--- config.mk ---
export PLATFORM = sky130hd
export DESIGN_NAME = controlador_botoes
export DESIGN_NICKNAME = d
export VERILOG_FILES = /design/src/rtl/controlador_botoes_pkg.sv /design/src/rtl/canal_botao.sv /design/src/rtl/controlador_botoes.sv
export SDC_FILE = /design/constraint.sdc
export NUM_CORES = 1
export LEC_CHECK = 0
export CORE_UTILIZATION = 35
export CTS_BUF_LIST = sky130_fd_sc_hd__clkbuf_4 sky130_fd_sc_hd__clkbuf_8 sky130_fd_sc_hd__clkbuf_16
export DETAILED_ROUTE_END_ITERATION = 10
export PLACE_DENSITY = 0.49
export SKIP_LAST_GASP = 1
export SLEW_MARGIN = 20
export SYNTH_ARGS = -nofsm -noshare
export SYNTH_HDL_FRONTEND = slang
export SYNTH_HIERARCHICAL = 1
export SYNTH_SLANG_ARGS = --single-unit
--- constraint.sdc ---
create_clock -name clk -period 4.45 [get_ports clk]
set_input_delay 0.6675 -clock clk [delete_from_list [all_inputs] [get_ports clk]]
set_output_delay 0.6675 -clock clk [all_outputs]
set_load 0.05 [all_outputs]
--- src/rtl/controlador_botoes_pkg.sv ---
// Shared types and default parameter values for the button controller.
package controlador_botoes_pkg;

    typedef enum logic [1:0] {
        SOLTO        = 2'd0,
        FILTRA_PRESS = 2'd1,
        PRESSIONADO  = 2'd2,
        FILTRA_SOLTA = 2'd3
    } estado_t;

    localparam int N_BOTOES_PADRAO = 4;
    localparam int DEBOUNCE_PADRAO = 16;
    localparam int LONG_PADRAO     = 1000;
    localparam int REPEAT_PADRAO   = 250;

endpackage

--- src/rtl/canal_botao.sv ---
// One button channel: 2-flop synchronizer, debounce FSM, long-press and
// optional auto-repeat (macro CONTROLADOR_BOTOES_REPEAT_EN).
//
// state        | meaning
// SOLTO        | released, waiting for a low sample
// FILTRA_PRESS | low seen, counting stable low samples
// PRESSIONADO  | press confirmed, long/repeat timers running
// FILTRA_SOLTA | high seen while held, counting stable high samples
module canal_botao
    import controlador_botoes_pkg::*;
#(
    parameter int DEBOUNCE_CICLOS = DEBOUNCE_PADRAO,
`ifdef CONTROLADOR_BOTOES_REPEAT_EN
    parameter int REPEAT_CICLOS   = REPEAT_PADRAO,
`endif
    parameter int LONG_CICLOS     = LONG_PADRAO
) (
    input  logic clk,
    input  logic rst_n,
    input  logic b_in,
    output logic b_out,
    output logic b_hold_out,
    output logic b_long_out
);

    localparam int DW = $clog2(DEBOUNCE_CICLOS + 1);
    localparam int LW = $clog2(LONG_CICLOS + 1);
    localparam logic [DW-1:0] DEB_FIM    = DW'(DEBOUNCE_CICLOS - 1);
    localparam logic [LW-1:0] LONG_FIM   = LW'(LONG_CICLOS);
    localparam logic [LW-1:0] LONG_PENULT = LW'(LONG_CICLOS - 1);

    logic          s1, s;
    estado_t       estado, prox_estado;
    logic [DW-1:0] deb_cnt, deb_prox;
    logic [LW-1:0] long_cnt, long_prox;
    logic          pulso, longo;

`ifdef CONTROLADOR_BOTOES_REPEAT_EN
    localparam int RW = $clog2(REPEAT_CICLOS + 1);
    localparam logic [RW-1:0] REP_FIM = RW'(REPEAT_CICLOS - 1);
    logic [RW-1:0] rep_cnt, rep_prox;
`endif

    always_ff @(posedge clk or negedge rst_n) begin
        if (!rst_n) begin
            s1         <= 1'b1;
            s          <= 1'b1;
            estado     <= SOLTO;
            deb_cnt    <= '0;
            long_cnt   <= '0;
            b_out      <= 1'b0;
            b_long_out <= 1'b0;
`ifdef CONTROLADOR_BOTOES_REPEAT_EN
            rep_cnt    <= '0;
`endif
        end else begin
            s1         <= b_in;
            s          <= s1;
            estado     <= prox_estado;
            deb_cnt    <= deb_prox;
            long_cnt   <= long_prox;
            b_out      <= pulso;
            b_long_out <= longo;
`ifdef CONTROLADOR_BOTOES_REPEAT_EN
            rep_cnt    <= rep_prox;
`endif
        end
    end

    // A single contrary sample in either filter state discards the progress.
    always_comb begin
        prox_estado = estado;
        deb_prox    = deb_cnt;
        case (estado)
            SOLTO: begin
                if (!s) begin
                    prox_estado = FILTRA_PRESS;
                    deb_prox    = '0;
                end
            end
            FILTRA_PRESS: begin
                if (s)                       prox_estado = SOLTO;
                else if (deb_cnt == DEB_FIM) prox_estado = PRESSIONADO;
                else                         deb_prox    = deb_cnt + 1'b1;
            end
            PRESSIONADO: begin
                if (s) begin
                    prox_estado = FILTRA_SOLTA;
                    deb_prox    = '0;
                end
            end
            FILTRA_SOLTA: begin
                if (!s)                      prox_estado = PRESSIONADO;
                else if (deb_cnt == DEB_FIM) prox_estado = SOLTO;
                else                         deb_prox    = deb_cnt + 1'b1;
            end
            default: prox_estado = SOLTO;
        endcase
    end

    always_comb begin
        pulso      = (estado == FILTRA_PRESS) && (prox_estado == PRESSIONADO);
        longo      = 1'b0;
        long_prox  = long_cnt;
        b_hold_out = (estado == PRESSIONADO) || (estado == FILTRA_SOLTA);
        if (estado == SOLTO) begin
            long_prox = '0;
        end else if (estado == PRESSIONADO && long_cnt != LONG_FIM) begin
            long_prox = long_cnt + 1'b1;
            longo     = (long_cnt == LONG_PENULT);
        end
`ifdef CONTROLADOR_BOTOES_REPEAT_EN
        // Repeat timer only runs once the long counter has saturated.
        rep_prox = rep_cnt;
        if (estado == SOLTO) begin
            rep_prox = '0;
        end else if (estado == PRESSIONADO && long_cnt == LONG_FIM) begin
            if (rep_cnt == REP_FIM) begin
                rep_prox = '0;
                pulso    = 1'b1;
            end else begin
                rep_prox = rep_cnt + 1'b1;
            end
        end
`endif
    end

endmodule

--- src/rtl/controlador_botoes.sv ---
// Multi-channel debounced button controller; one canal_botao per input bit.
// Auto-repeat is enabled by defining CONTROLADOR_BOTOES_REPEAT_EN.
module controlador_botoes
    import controlador_botoes_pkg::*;
#(
    parameter int N_BOTOES        = N_BOTOES_PADRAO,
    parameter int DEBOUNCE_CICLOS = DEBOUNCE_PADRAO,
    parameter int LONG_CICLOS     = LONG_PADRAO,
    parameter int REPEAT_CICLOS   = REPEAT_PADRAO
) (
    input  logic                clk,
    input  logic                rst_n,
    input  logic [N_BOTOES-1:0] b_in,
    output logic [N_BOTOES-1:0] b_out,
    output logic [N_BOTOES-1:0] b_hold_out,
    output logic [N_BOTOES-1:0] b_long_out
);

    localparam bit PARAMS_OK = (N_BOTOES >= 1) && (DEBOUNCE_CICLOS >= 1) &&
                               (LONG_CICLOS > DEBOUNCE_CICLOS) && (REPEAT_CICLOS >= 1);

    // An illegal parameter set leaves the block inert rather than half-working.
    if (PARAMS_OK) begin : g_canais
        for (genvar i = 0; i < N_BOTOES; i++) begin : g_canal
            canal_botao #(
                .DEBOUNCE_CICLOS(DEBOUNCE_CICLOS),
`ifdef CONTROLADOR_BOTOES_REPEAT_EN
                .REPEAT_CICLOS  (REPEAT_CICLOS),
`endif
                .LONG_CICLOS    (LONG_CICLOS)
            ) u_canal (
                .clk       (clk),
                .rst_n     (rst_n),
                .b_in      (b_in[i]),
                .b_out     (b_out[i]),
                .b_hold_out(b_hold_out[i]),
                .b_long_out(b_long_out[i])
            );
        end
    end else begin : g_invalido
        assign b_out      = '0;
        assign b_hold_out = '0;
        assign b_long_out = '0;
    end

endmodule

==> impl_metrics.ini <==
[outcome]
status = complete, no violations

[drt]
drt-vias-per-instance = 5.28
avgRoutedWirePerCell_um = 13.3
routed_wl_mm = 7.78
highest_routed_metal_layer = met4
drc = 0
drt.antenna.violating_nets = 0
wl_met2_mm = 3.56
wirelength_met1_mm = 3.88
dr_wl_met3_um = 268
vias = 3082
drt_iter0_drc = 129
drt_pre_antenna_iters = 6

[setup_path]
r2r_start = g_canais.g_canal[3].u_canal/long_cnt[0]
critPathBufInv = 1
critical_path_start = g_canais.g_canal[0].u_canal/estado[1]
max_stage_delay_on_crit_path_ns = 0.88
worst_r2r_endpoint = g_canais.g_canal[3].u_canal/long_cnt[7]
critical_path_cell_count = 1
endpoint_kind = output pin
timing.critical_path.to = b_hold_out[0]
worst_path_dominant_cell_family = buffers and inverters
regToRegSetupSlack_ns = 2.55
reg2regPathDepth = 6
crit_path_slowest_cell = clkdlybuf4s50_1
crit_fanout = 12
worstSetupStartpointType = flop
critical_path_arrival_ns = 1.77
worstSetupPathType = reg -> out
worstPathCellList = clkdlybuf4s50_1
crit_required_ns = 3.78

[clock_tree]
cts_resized = 0
cts_buffer_depth = 2
ctsRootBufferMaster = clkbuf_16
cts.sink_count = 84
cts_htree_levels = 3
tritoncts.num_buffers = 9
clk-insertion-delay-late_ns = 0.34
cts_hold_repair.buffers = 0
postCtsSetupRepairBufs = 0
clk_transition_reported_paths_ns = 0.06
cts_tree = done

[min_path]
min-delay-path-class = reg -> reg

[synthesis]
postSynthRegisterBits = 84
syn-cell-area_um2 = 4270
yosys_warnings = 6
synth_cells = 424
post_synth_num_cell_types = 56
syn-mean-instance-area_um2 = 10.1
synth_ff_type = dfrtp_1
seq_area_frac_synth_pct = 49.4
postSynth.asyncResetShare_pct = 100
synth_enable_flop_cells = 0
synthesis.nets = 446

[power_and_ir_drop]
power.total_mw = 1.65
leakage_nw = 2.04
peakVddDrop_uv = 236
power.density_nw_per_um2 = 344

[floorplanning]
die_area_um2 = 12700
ioPinCount = 18
die_h_um = 113
floorplan.initialDensity_pct = 36.6
number_of_core_rows = 39
die_width_um = 113
core_um2 = 11700

[layout]
drive_gt1_share_pct = 10.4
nets = 460
syn_to_final_growth_pct = 12.4
multi_input_area_um2 = 1990
design_area_um2 = 4810
filler_cell_count = 1135
regArea_um2 = 2110
num_antenna_cells = 0

[placement]
place_congestion = 0.795
post_dp_cell_area_um2 = 4530
quantity_of_i_o_buffers_inserted_on_ports = 17
detailed_place_hpwl_mm = 5.25

[timing]
fin_crit_sh_pct = 54.8
maxClockFrequency_ghz = 0.410
timing.final.hold_violations = 0
finClkSkew_ns = 0.00665
count_of_endpoints_failing_setup_in_the_final_report = 0
final_critical_path_required_period_ns = 2.44
max_slew_margin_pct = 51.7
setup_total_negative_slack_ns = 0
pins_over_slew_limit = 0
rsz0062_at_grt = no
fin_hold_ws_ns = 0.355
tightest_slew_ns = 0.724

[global_routing]
first_global_vias = 2978
overflow_after_grt = 0
grt_antenna_before_repair = 0
global_route_wire_length_before_repair_mm = 14.1
largest_net_degree_at_the_start_of_global_routing = 59
groute.usage.overall_pct = 14.0

[run]
maxCapViolations = 0
[synth_stat cells, types with 2 or more instances]
library cell  count  area, um^2
and4_1            3        26.3
buf_2             2        10.0
nor2_1           12        45.0
nor2b_1           2        12.5
inv_1            20        75.1
nor3_1           14        70.1
nand4_1           4        25.0
a21o_1            9        67.6
o21ai_1           3        15.0
nor4_1            7        43.8
a31oi_1           5        31.3
nand2b_1          9        56.3
dfrtp_1          76        1900
a22o_1           10        87.6
nand2_1          59         221
o31ai_1           6        45.0
clkbuf_1          8        30.0
or2_2             3        18.8
o21ai_0          40         200
o311ai_0          3        26.3
buf_6             4        45.0
ha_1             16         200
mux2i_1           7        70.1
xnor2_1           8        70.1
a21oi_1          12        60.1
o211ai_1          4        30.0
and3_1            5        31.3
dfstp_2           8         210
and3b_4           2        25.0
or3_1             4        25.0
a41o_1            3        30.0
a41oi_1           2        17.5
and3_2            3        22.5
nand3_1          24         120
a31o_4            2        35.0
nand4b_1          4        35.0
or3_4             2        22.5
[routing by layer]
layer,vias to the layer above,track usage [%]
met4,0,3.91
met5,-,0
met3,5,4.91
met1,1480,18.1
li1,1558,-
met2,39,22.3
[where the power goes]
part,switching (mW),internal [mW]
combinational,0.0570,0.0527
clock,0.279,0.415
sequential,0.0431,0.806
total,0.379,1.27
[how the worst min path moves through the flow]
stage               cells after the start                           start                       endpoint
global placement                        0  g_canais.g_canal[1].u_canal/s1  g_canais.g_canal[1].u_canal/s
finish                                  0  g_canais.g_canal[1].u_canal/s1  g_canais.g_canal[1].u_canal/s
global route                            0  g_canais.g_canal[1].u_canal/s1  g_canais.g_canal[1].u_canal/s
detailed placement                      0  g_canais.g_canal[1].u_canal/s1  g_canais.g_canal[1].u_canal/s
floorplan                               0  g_canais.g_canal[0].u_canal/s1  g_canais.g_canal[0].u_canal/s
CTS                                     0  g_canais.g_canal[1].u_canal/s1  g_canais.g_canal[1].u_canal/s
[layout make-up]
cell class / count / area share, %
Clock buffer: 12 / 5.55
Clock inverter: 2 / 0.208
Inverter: 20 / 1.56
Multi-Input combinational cell: 305 / 41.4
Sequential cell: 84 / 43.9
Tap cell: 143 / 3.72
Timing Repair Buffer: 18 / 3.64
[cell families (layout without fill, tap and decap cells)]
group	after synthesis	in the layout	synth area share (%)
compound gates	106	106	17.2
xor+xnor	9	9	1.84
fa+ha+maj	16	16	4.68
buf+inv	35	52	4.07
flops	84	84	49.4
mux	8	8	1.90
simple gates	166	166	20.9
[placed cells by master, fill, tap and decap left out, drive strengths merged, types with 8 or more instances in the layout]
cell / synthesis / final
a21o: 9 / 9
a21oi: 12 / 12
a22o: 10 / 10
and3: 8 / 8
clkbuf: 9 / 12
clkdlybuf4s50: 0 / 16
dfrtp: 76 / 76
dfstp: 8 / 8
ha: 16 / 16
inv: 20 / 20
nand2: 59 / 59
nand2b: 10 / 10
nand3: 24 / 24
nor2: 12 / 12
nor3: 14 / 14
o21ai: 43 / 43
xnor2: 8 / 8
[per-stage QoR]
stage	setup WS, ns	utilization (%)	instances
6_report	2.01	41.2	584
5_1_grt	1.93	41.2	584
4_1_cts	1.98	41.2	584
3_5_place_dp	2.34	38.8	570
3_3_place_gp	2.38	38.8	570
2_1_floorplan	2.69	-	424
[state kept, by name, summed over array words and instances, names as in the netlist]
register,count
g_canais.g_canal.u_canal/s,4
g_canais.g_canal.u_canal/b_long_out,4
g_canais.g_canal.u_canal/long_cnt,40
g_canais.g_canal.u_canal/s1,4
g_canais.g_canal.u_canal/estado,8
g_canais.g_canal.u_canal/b_out,4
g_canais.g_canal.u_canal/deb_cnt,20
No activity file was read; power rests on OpenSTA's default activity.
